## src/rtl/iob_fifo_sync_fwft.sv

```systemverilog
// Synchronous first-word-fall-through FIFO, valid/ready on both sides, asymmetric widths.
// Define IOB_FIFO_SYNC_HWM_EN to add the hwm/hwm_clr high-water-mark ports.
module iob_fifo_sync_fwft #(
    parameter int W_DATA_W = 32,
    parameter int R_DATA_W = 32,
    parameter int ADDR_W   = 4
) (
    input  logic                ap_clk,
    input  logic                rst,
    input  logic                in_valid,
    output logic                in_ready,
    input  logic [W_DATA_W-1:0] in_data,
    output logic                out_valid,
    input  logic                out_ready,
    output logic [R_DATA_W-1:0] out_data,
    input  logic [ADDR_W:0]     af_level,
    input  logic [ADDR_W:0]     ae_level,
    output logic                almost_full,
    output logic                almost_empty,
    output logic [ADDR_W:0]     level
`ifdef IOB_FIFO_SYNC_HWM_EN
    ,
    output logic [ADDR_W:0]     hwm,
    input  logic                hwm_clr
`endif
);

    localparam int MIN_W  = (W_DATA_W < R_DATA_W) ? W_DATA_W : R_DATA_W;
    localparam int MAX_W  = (W_DATA_W < R_DATA_W) ? R_DATA_W : W_DATA_W;
    localparam int N      = MAX_W / MIN_W;
    localparam int W_INCR = (W_DATA_W > R_DATA_W) ? N : 1;
    localparam int R_INCR = (R_DATA_W > W_DATA_W) ? N : 1;
    localparam int DEPTH  = 2 ** ADDR_W;
    localparam int LW     = ADDR_W + 1;

    logic [MIN_W-1:0]    mem [DEPTH];
    logic [ADDR_W-1:0]   wptr;
    logic [ADDR_W-1:0]   rptr;
    logic [ADDR_W:0]     mem_units;
    logic                rd_valid;
    logic [R_DATA_W-1:0] rd_data;

    logic            accept;
    logic            pop;
    logic            move;
    logic            fetch;
    logic [ADDR_W:0] level_nxt;
    logic [ADDR_W:0] units_nxt;

    assign in_ready     = level <= LW'(DEPTH - W_INCR);
    assign almost_full  = level >= af_level;
    assign almost_empty = level <= ae_level;

    assign accept = in_valid & in_ready;
    assign pop    = out_valid & out_ready;
    // rd_data is the registered memory read; it advances into out_data
    // whenever the output stage is empty or being consumed.
    assign move   = rd_valid & (~out_valid | out_ready);
    assign fetch  = (mem_units >= LW'(R_INCR)) & (~rd_valid | move);

    // Level is bounded by DEPTH, so LW-bit modular arithmetic is exact.
    assign level_nxt = level
                     + (accept ? LW'(W_INCR) : '0)
                     - (pop    ? LW'(R_INCR) : '0);
    assign units_nxt = mem_units
                     + (accept ? LW'(W_INCR) : '0)
                     - (fetch  ? LW'(R_INCR) : '0);

    always_ff @(posedge ap_clk) begin
        if (accept && !rst) begin
            for (int i = 0; i < W_INCR; i++) begin
                mem[wptr + ADDR_W'(i)] <= in_data[i*MIN_W +: MIN_W];
            end
        end
    end

    always_ff @(posedge ap_clk) begin
        if (rst) begin
            wptr      <= '0;
            rptr      <= '0;
            level     <= '0;
            mem_units <= '0;
            rd_valid  <= 1'b0;
            rd_data   <= '0;
            out_valid <= 1'b0;
            out_data  <= '0;
        end else begin
            level     <= level_nxt;
            mem_units <= units_nxt;
            if (accept) begin
                wptr <= wptr + ADDR_W'(W_INCR);
            end
            if (fetch) begin
                rptr <= rptr + ADDR_W'(R_INCR);
                for (int i = 0; i < R_INCR; i++) begin
                    rd_data[i*MIN_W +: MIN_W] <= mem[rptr + ADDR_W'(i)];
                end
            end
            rd_valid <= fetch | (rd_valid & ~move);
            if (move) begin
                out_data <= rd_data;
            end
            out_valid <= move | (out_valid & ~out_ready);
        end
    end

`ifdef IOB_FIFO_SYNC_HWM_EN
    always_ff @(posedge ap_clk) begin
        if (rst) begin
            hwm <= '0;
        end else if (hwm_clr) begin
            hwm <= level;
        end else if (level > hwm) begin
            hwm <= level;
        end
    end
`endif

endmodule

```

## config.mk

```make
export PLATFORM = sky130hd
export DESIGN_NAME = iob_fifo_sync_fwft
export DESIGN_NICKNAME = d
export VERILOG_FILES = /design/src/rtl/iob_fifo_sync_fwft.sv
export SDC_FILE = /design/constraint.sdc
export NUM_CORES = 1
export LEC_CHECK = 0
export ABC_AREA = 1
export CORE_MARGIN = 3
export CORE_UTILIZATION = 61
export CTS_CLUSTER_DIAMETER = 30
export DETAILED_ROUTE_END_ITERATION = 10
export GPL_TIMING_DRIVEN = 1
export PLACE_DENSITY = 0.79
export SLEW_MARGIN = 10
export SYNTH_ARGS = -nofsm -noshare
export SYNTH_HDL_FRONTEND = slang
export SYNTH_SLANG_ARGS = --single-unit
```

## constraint.sdc

```tcl
create_clock -name ap_clk -period 3.61 [get_ports ap_clk]
set_input_delay 0.361 -clock ap_clk [delete_from_list [all_inputs] [get_ports ap_clk]]
set_output_delay 0.361 -clock ap_clk [all_outputs]
set_load 0.01 [all_outputs]
```

======== After elaboration in Yosys (flattened, before gate mapping) ========
Memory sizes are Yosys's and may differ from the RTL's. A register that Yosys moved wholly into a read port is not among the register bits.
Cells that the tools add are included.
word-level totals
  register bits after elaboration ......... 52
  bits in writable memories ............... 512
  input bits .............................. 46
  logic and storage cells ................. 39
  memories ................................ 1
operators by class
  add/sub/neg operators ................... 6
  magnitude comparators ................... 4
  multiplexer cells ....................... 5
  bitwise operators ....................... 14
  reductions and logical operators ........ 2
memories
  name  words  width  read ports  clocked after memory_dff  wr ports  line  RTL
  mem   16     32     1           1                         1         36    logic [MIN_W-1:0] mem [DEPTH];
operators by type and width
  cell                                                                   count
  5-bit by 1-bit subtractor with 5-bit output                            2
  4-bit by 1-bit adder with 4-bit output, second input constant          2
  1-bit AND                                                              6
  5-bit by 1-bit adder with 5-bit output                                 1
  5-bit adder                                                            1
  5-bit by 1-bit >= comparator with 1-bit output, second input constant  1
  5-bit >= comparator                                                    1
  5-bit by 4-bit <= comparator with 1-bit output, second input constant  1
  5-bit <= comparator                                                    1
  1-bit 2-to-1 mux                                                       5
  1-bit NOT                                                              4
  1-bit OR                                                               4
  1-bit logical AND                                                      1
  1-bit zero test                                                        1

======== Longest topological paths before layout ========
Gate-level depths: netlist (run 1).
  depth after elaboration ................. 7
  depth in mapped cells ................... 16

======== Worst setup path before layout (run 1) ========
OpenSTA, ideal clock, no wires.
  path type ............................... register to register
  start point ............................. reg level[4]
  end point ............................... mem mem[0][0] (netlist name), enable pin
  setup time .............................. 0.421 ns
  arrival time ............................ 2.778 ns
  path slack .............................. 0.411 ns
  cell stages (with the launch flop) ...... 10
  cells stage by stage .................... dfxtp_1 > inv_1 > ha_1 > nand2_1 > nor2_1 > a21oi_1 > nand2_2 > nor2_1 > nand2_1 > nor2_1
between the ends
  cells in the longest elaborated chain, start to end .. 5
RTL lines
  what                                            line  RTL
  start: declaration                              20    output logic [ADDR_W:0] level
  start signal: assignment                        88    level <= level_nxt;
  5-bit by 4-bit <= comparator with 1-bit output  50    assign in_ready = level <= LW'(DEPTH - W_INCR);
  named net in_ready                              11    output logic in_ready,
  1-bit AND                                       54    assign accept = in_valid & in_ready;
  1-bit logical AND                               70    if (accept && !rst) begin
  1-bit 2-to-1 mux                                70
  1-bit 2-to-1 mux (implied by the code)          72    mem[wptr + ADDR_W'(i)] <= in_data[i*MIN_W +: MIN_W];
  end: declaration                                36
The timed path passes the listed nets, and every way through them passes these cells.

======== Worst setup path after layout (run 1) ========
  start point ............................. reg level[4]
  end point ............................... mem mem[10][23] (netlist name), enable pin
between the ends
  cells in the longest elaborated chain, start to end .. 5
RTL lines
  what                                            line
  5-bit by 4-bit <= comparator with 1-bit output  50
  1-bit AND                                       54
  1-bit logical AND                               70
  1-bit 2-to-1 mux                                70
  1-bit 2-to-1 mux (implied by the code)          72
Every way passes these cells.

==> results of run 1 <==
-- worst max-delay path, delay by kind of cell, from the launching register on --
kind	cells	cell delay (ps)
AO/OA/AOI/OAI	1	210
adder cells (fa/ha/maj)	1	180
buffers and inverters	2	400
flip-flops	1	420
AND/OR/NAND/NOR	6	1510
-- where the power goes --
group | switching, W | internal, W | total [W]
Sequential | 0.000310 | 0.00791 | 0.00821
Combinational | 0.00375 | 0.00172 | 0.00546
Clock | 0.00355 | 0.00736 | 0.0109
-- cells in the final DEF (no fill, tap or decap), drive strengths merged --
cell type	n
clkbuf	128
fa	2
o21bai	3
nand2	832
nor2	121
clkinvlp	2
inv	364
nand4	1
clkinv	47
edfxtp	512
a21oi	38
xor2	1
nand3	360
o22ai	1
diode	1
buf	42
bufinv	22
ha	31
a21o	1
a31oi	1
dfxtp	84
o21ai	42
clkdlybuf4s50	85
xnor2	1
-- cell usage after synthesis, types with 2 or more instances --
cell type                    n
sky130_fd_sc_hd__a21oi_1    38
sky130_fd_sc_hd__buf_1      10
sky130_fd_sc_hd__buf_2      63
sky130_fd_sc_hd__buf_4      10
sky130_fd_sc_hd__buf_6      21
sky130_fd_sc_hd__buf_8       2
sky130_fd_sc_hd__clkbuf_1   24
sky130_fd_sc_hd__dfxtp_1    84
sky130_fd_sc_hd__edfxtp_1  512
sky130_fd_sc_hd__fa_1        2
sky130_fd_sc_hd__ha_1       31
sky130_fd_sc_hd__inv_1     350
sky130_fd_sc_hd__nand2_1   831
sky130_fd_sc_hd__nand3_1   360
sky130_fd_sc_hd__nor2_1    121
sky130_fd_sc_hd__o21ai_0    42
sky130_fd_sc_hd__o21bai_1    3
-- cells by family (layout without fill, tap and decap cells) --
group	after synthesis	after routing
AO/OA/AOI/OAI	86	86
XOR/XNOR	2	2
flip-flops	596	596
buffers and inverters	482	690
other	0	1
adder cells (fa/ha/maj)	33	33
AND/OR/NAND/NOR	1314	1314
-- state kept, by name, indices dropped and copies added (netlist names), 4 cells and up --
signal     cells
out_data      32
mem          512
level          5
rd_data       32
mem_units      5
rptr           4
wptr           4
-- how the worst max path moves through the flow --
stage / from / endpoint / slack, ps / depth (start not counted)
finish: level[4]$_SDFF_PP0_ / mem[10][23]$_DFFE_PP_ / 580 / 10
CTS: level[4]$_SDFF_PP0_ / mem[10][23]$_DFFE_PP_ / 630 / 10
global route: level[4]$_SDFF_PP0_ / mem[10][21]$_DFFE_PP_ / 460 / 10
floorplan: level[4]$_SDFF_PP0_ / mem[0][0]$_DFFE_PP_ / 410 / 9
detailed placement: level[4]$_SDFF_PP0_ / mem[10][21]$_DFFE_PP_ / 730 / 10
global placement: level[4]$_SDFF_PP0_ / mem[10][23]$_DFFE_PP_ / 870 / 10
-- routing by layer --
metal	GRT usage (%)	vias to the layer above
met5	0	-
met4	14.5	2
met3	7.49	228
met2	50.3	1296
met1	38.8	8800
li1	-	8418
-- through the flow --
step	hold slack (ps)	util [%]	instances
2_1_floorplan	430	-	2513
3_3_place_gp	438	65.3	3042
3_5_place_dp	444	65.3	3042
4_1_cts	172	75.1	3253
5_1_grt	216	75.1	3253
6_report	208	75.1	3254
-- cell type report --
| cell class | instances | area [um2] |
|---|---|---|
| multi-input combinational | 1435 | 6400 |
| tap | 532 | 666 |
| inverter | 352 | 1330 |
| antenna | 1 | 2.50 |
| fill | 2363 | 10200 |
| clock inverter | 83 | 1100 |
| sequential | 596 | 17100 |
| timing repair buffer | 127 | 1330 |
| clock buffer | 128 | 2900 |
==> impl_metrics.csv, run 1 <==
group,metric,value,unit
global_routing,grt.total_usage,30.6,%
yosys,yosys_register_bits,596,
sta,setup_tns,0,ps
critical_path,crit_path_start_kind,"register",
clocking,post_cts_hold_buffer_count,0,
critical_path,worst-endpoint-arrival,3350,ps
sta,setup_violations,0,
drt,firstDrtPassIters,6,
floorplan,core,41000,um2
yosys,dominant_combinational_cell_family_by_area_after_synthesis,"simple AND/OR/NAND/NOR gates",
yosys,synth-xor-area-share,0.0689,%
critical_path,cp-end-kind,"register",
global_routing,grt_first_pass_wirelength,105,mm
yosys,synth_largest_type_area_fraction,60.4,%
critical_path,worstRegToRegCells,10,
sta,period_share,83.8,%
sta,final_critical_path_setup_slack,584,ps
critical_path,worst_ep_required_time,3940,ps
sta,timing.final.max_slew_violations,0,
yosys,synth-adder-area-share,1.68,%
floorplan,die_area,44200,um2
yosys,synthesis.area,25400,um2
critical_path,crit-reg2reg-launch,"level[4]$_SDFF_PP0_",
final_layout,post_route_cells_drive_above_1_share,9.26,%
final_layout,nets,2703,
yosys,ys.warnings.count,0,
yosys,synth_top_cells_by_area,"sky130_fd_sc_hd__edfxtp_1, sky130_fd_sc_hd__nand2_1, sky130_fd_sc_hd__nand3_1",
sta,layout_min_cycle_time,3030,ps
power_and_ir_drop,peak_vdd_ir,715,uV
critical_path,max_stage_delay,710,ps
critical_path,path_cells,"inv_1 > ha_1 > nand2_1 > nor2_1 > a21oi_1 > nand2_2 > nor2_1 > nand2_1 > nor2_4 > buf_4",
floorplan,placementRows,74,
yosys,yosysTopAreaCell,"sky130_fd_sc_hd__edfxtp_1",
yosys,syn_nets,2592,
clocking,clk_pin_slew,50,ps
sta,maxClockFrequency,0.330,GHz
drt,met2WireLength,32.5,mm
critical_path,critical_path.reg2reg.endpoint,"mem[10][23]$_DFFE_PP_",
placement,port_buffers,86,
sta,finalClockSkew,28.1,ps
yosys,synth.lib_cells_used.distinct,26,
critical_path,crit_slowest_cell,"sky130_fd_sc_hd__nor2_4",
critical_path,setup.worst_path.class,"register to register",
drt,detail-route-antenna-nets,0,
yosys,postSynth.asyncResetShare,0,%
drt,finalWirelength,66.6,mm
global_routing,antenna_violations_before_repair,2,
sta,grt_setup_unrepaired,"false",
power_and_ir_drop,total_leakage_power,13.1,nW
global_routing,gr-total-overflow,0,
sta,finalHoldViolations,0,
yosys,post_synth_edffs,512,
yosys,post_synth_inst_count,2513,
placement,routabilityCongestion,0.832,
global_routing,number_of_global_route_vias_before_repair,19252,
yosys,synthSimpleGateAreaFrac,21.2,%
critical_path,timing.reg2reg.setup_slack,580,ps
drt,route.vias.total,18744,
floorplan,floorplan.initialDensity,62.0,%
worst_hold_path,min_to,"wptr[3]$_SDFFE_PP0N_",
power_and_ir_drop,fin_total_pwr,0.0246,W
floorplan,top_level_ports,87,
global_routing,grt_max_degree,196,
drt,met1_length,24.0,mm
yosys,yosys-mux-area-fraction,0,%
sta,relSlewSlack,20.4,%
final_layout,layout.cell_area.non_filler,30800,um2
clocking,clock_sinks,596,
worst_hold_path,worst_hold_path_type,"primary input to register",
final_layout,flow.area_growth_from_synthesis,21.0,%
drt,post_dr_wirelength_cell,20.5,um
yosys,synth-compound-area-share,1.74,%
floorplan,die_w,210,um
drt,initialDrtViolationCount,2660,
floorplan,die_h,210,um
clocking,worst_skew_pair.late_latency,650,ps
clocking,post_cts_resized,0,
placement,dpl.hpwl,33.4,mm
placement,place_ws,731,ps
clocking,cts_inserted_buffers,112,
run,max-cap-violations,0,
power_and_ir_drop,p_per_area,799,nW/um2
placement,placed_area,26800,um2
yosys,dominantRegCellSynth,"sky130_fd_sc_hd__edfxtp_1",
clocking,cts_root_buf,"sky130_fd_sc_hd__clkbuf_16",
worst_hold_path,min-delay-start,"rst",
drt,remaining_drc_errors,0,
yosys,synth_seq_area_share,67.0,%
worst_hold_path,min_path_cells,2,
critical_path,worst-path-max-fanout,17,
clocking,postCtsSetupBuffers,0,
drt,routed_via_density,5.76,
drt,routed-wl-met3,7.45,mm
clocking,htree_levels,3,
drt,highest_layer,"met5",
clocking,bufs_on_longest_clock_path,3,
run_status,outcome,"completed",
sta,tightestPinTransition,1190,ps
yosys,postSynthAreaPerCell,10.1,um2
clocking,tritoncts,"yes",
No activity file was read; power rests on OpenSTA's default activity.
==> inputs of run 2 (changes only) <==
clock period = 3.04 ns   (was 3.61 ns; I/O delays follow)
==> run 2 against run 1 <==
  * First-iteration DRC count is 12% lower
  * Flip-flop and latch count stayed put
  * Sequential share of layout area hardly changed
  * Sequential power is 19% higher
==> impl_metrics.csv, run 2 (synthesis gave the netlist of run 1 again) <==
group,metric,value,unit
run_status,outcome,"completed",
worst_hold_path,worst_hold_path_type,"primary input to register",
sta,relSlewSlack,20.9,%
final_layout,commonest_non_fill_non_tap_cells_in_the_layout,"sky130_fd_sc_hd__nand2_1, sky130_fd_sc_hd__edfxtp_1, sky130_fd_sc_hd__nand3_1",
sta,maxClockFrequency,0.352,GHz
drt,routed_via_density,5.77,
final_layout,final-instance-count-excl-fill,3260,
clocking,htree_levels,3,
floorplan,top_level_ports,87,
placement,placed_area,26900,um2
clocking,cts_inserted_buffers,107,
placement,dpl.hpwl,33.4,mm
floorplan,die_w,210,um
placement,routabilityCongestion,0.797,
sta,tightestPinTransition,1190,ps
drt,post_dr_wirelength_cell,20.4,um
power_and_ir_drop,total_leakage_power,13.1,nW
final_layout,largest_register_ffs,512,
power_and_ir_drop,fin_total_pwr,0.0290,W
critical_path,cp-end-kind,"register",
floorplan,core,41000,um2
final_layout,flow.area_growth_from_synthesis,21.0,%
floorplan,floorplan.initialDensity,62.0,%
global_routing,grt.total_usage,30.2,%
global_routing,grt_first_pass_wirelength,103,mm
sta,finalHoldViolations,0,
placement,port_buffers,86,
run,max-cap-violations,0,
final_layout,post_route_cells_drive_above_1_share,9.79,%
critical_path,worstRegToRegCells,14,
drt,remaining_drc_errors,0,
placement,numPlacedInstances,3057,
worst_hold_path,min_path_cells,2,
sta,setup_violations,0,
critical_path,worst-path-max-fanout,9,
sta,layout_min_cycle_time,2840,ps
floorplan,die_area,44200,um2
drt,firstDrtPassIters,6,
power_and_ir_drop,logic_gate_share_of_total_power,22.8,%
power_and_ir_drop,total_switching_power,0.00904,W
clocking,post_cts_hold_buffer_count,0,
global_routing,antenna_violations_before_repair,1,
final_layout,layout.cell_area.non_filler,30800,um2
power_and_ir_drop,p_sw_share,31.2,%
power_and_ir_drop,power.internal,0.0199,W
clocking,bufs_on_longest_clock_path,3,
clocking,clock_sinks,596,
final_layout,num_antenna_cells,0,
sta,timing.final.max_slew_violations,0,
global_routing,number_of_global_route_vias_before_repair,19448,
clocking,cts_root_buf,"sky130_fd_sc_hd__clkbuf_16",
power_and_ir_drop,p_per_area,941,nW/um2
final_layout,fill_cells,2425,
final_layout,top_regs,"mem x512, out_data x32, rd_data x32",
drt,detail-route-antenna-nets,0,
drt,initialDrtViolationCount,2338,
power_and_ir_drop,pwr-share-seq,33.7,%
global_routing,grt_max_degree,130,
sta,period_share,93.4,%
sta,grt_setup_unrepaired,"false",
clocking,clk_pin_slew,50,ps
final_layout,final_common_cell,"sky130_fd_sc_hd__nand2_1",
critical_path,worst_ep_required_time,3570,ps
critical_path,worst-endpoint-arrival,3370,ps
final_layout,multiInputGateArea,6400,um2
final_layout,nets,2713,
sta,finalClockSkew,34.9,ps
power_and_ir_drop,clkPwrFrac,43.5,%
global_routing,gr-total-overflow,0,
floorplan,die_h,210,um
power_and_ir_drop,peak_vdd_ir,584,uV
drt,finalWirelength,66.7,mm
critical_path,crit_path_start_kind,"register",
critical_path,setup.worst_path.class,"register to register",
final_layout,finish.utilization,75.1,%
floorplan,placementRows,74,
drt,route.vias.total,18821,
clocking,worst_skew_pair.late_latency,650,ps
final_layout,registers.top_by_ff_count,"mem",
final_layout,seqCellArea,17100,um2
clocking,tritoncts,"yes",
## run 2: changes by cell type in the layout (fill, tap and decap cells not counted), moves of 2 or more
cell	delta
sky130_fd_sc_hd__buf_4	+16
sky130_fd_sc_hd__clkbuf_8	+3
sky130_fd_sc_hd__clkinv_1	-4
sky130_fd_sc_hd__clkinv_2	-5
sky130_fd_sc_hd__clkinvlp_4	+17
sky130_fd_sc_hd__clkinv_4	-10
sky130_fd_sc_hd__bufinv_16	-3
sky130_fd_sc_hd__clkbuf_16	-3
sky130_fd_sc_hd__clkbuf_1	-2
## run 2: power groups by stage
stage	clock network (W)	registers [W]	logic (W)
after floorplan	0	0.00977	0.00462
after global placement	0	0.00985	0.00607
after detailed placement	0	0.00988	0.00629
after CTS	0.0127	0.00974	0.00651
after global routing	0.0131	0.00979	0.00727
final	0.0126	0.00975	0.00661
## run 2: path summary, 6_finish.rpt
check,startpoint,endpoint,slack (ps)
max,level[4]$_SDFF_PP0_,mem_units[4]$_SDFF_PP0_,200
min,rst,wptr[3]$_SDFFE_PP0N_,210
max reg2reg,level[4]$_SDFF_PP0_,mem_units[4]$_SDFF_PP0_,200
min reg2reg,rd_data[2]$_SDFFE_PP0P_,out_data[2]$_SDFFE_PP0P_,460
## run 2: routing by layer
metal | vias up | part of all wire [%] | routed length (um) | track usage, %
met5 | - | 0 | 0 | 0
met4 | 0 | 4.5 | 3030 | 16.1
met3 | 245 | 11 | 7540 | 6.62
met2 | 1207 | 49 | 32900 | 51.4
met1 | 8945 | 35 | 23200 | 36.1
li1 | 8424 | - | - | -
## run 2: critical path, stage by stage, from the launching register on
cell,delay [ps]
sky130_fd_sc_hd__dfxtp_1,400
sky130_fd_sc_hd__inv_1,80
sky130_fd_sc_hd__ha_1,170
sky130_fd_sc_hd__nand2_1,80
sky130_fd_sc_hd__nor2_1,60
sky130_fd_sc_hd__a21oi_1,210
sky130_fd_sc_hd__nand2_2,220
sky130_fd_sc_hd__ha_1,340
sky130_fd_sc_hd__inv_1,40
sky130_fd_sc_hd__ha_1,210
sky130_fd_sc_hd__fa_1,450
sky130_fd_sc_hd__a21oi_1,190
sky130_fd_sc_hd__o21bai_1,90
sky130_fd_sc_hd__o21ai_0,150
sky130_fd_sc_hd__a21oi_1,60
## run 2: repair_timing
item / CTS / global route
resized for setup: 0 / 1
endpoints found under the setup margin: 0 / 1
setup buffers: 0 / 0
## run 2: cell type report
type,count,share of cell area (%)
clock buffers,126,9.30
multi-input cells,1435,20.8
clock inverters,77,3.35
flip-flops and latches,596,55.4
repair buffers,142,4.63
well taps,532,2.16
inverters,352,4.33
## run 2: per-stage QoR
stage | setup TNS [ps] | hold slack (ps) | setup slack [ps]
floorplan | -69320 | 403 | -159
global placement | 0 | 441 | 304
CTS | 0 | 148 | 180
finish | 0 | 210 | 202
detailed placement | 0 | 446 | 253
global route | 0 | 169 | 3.92
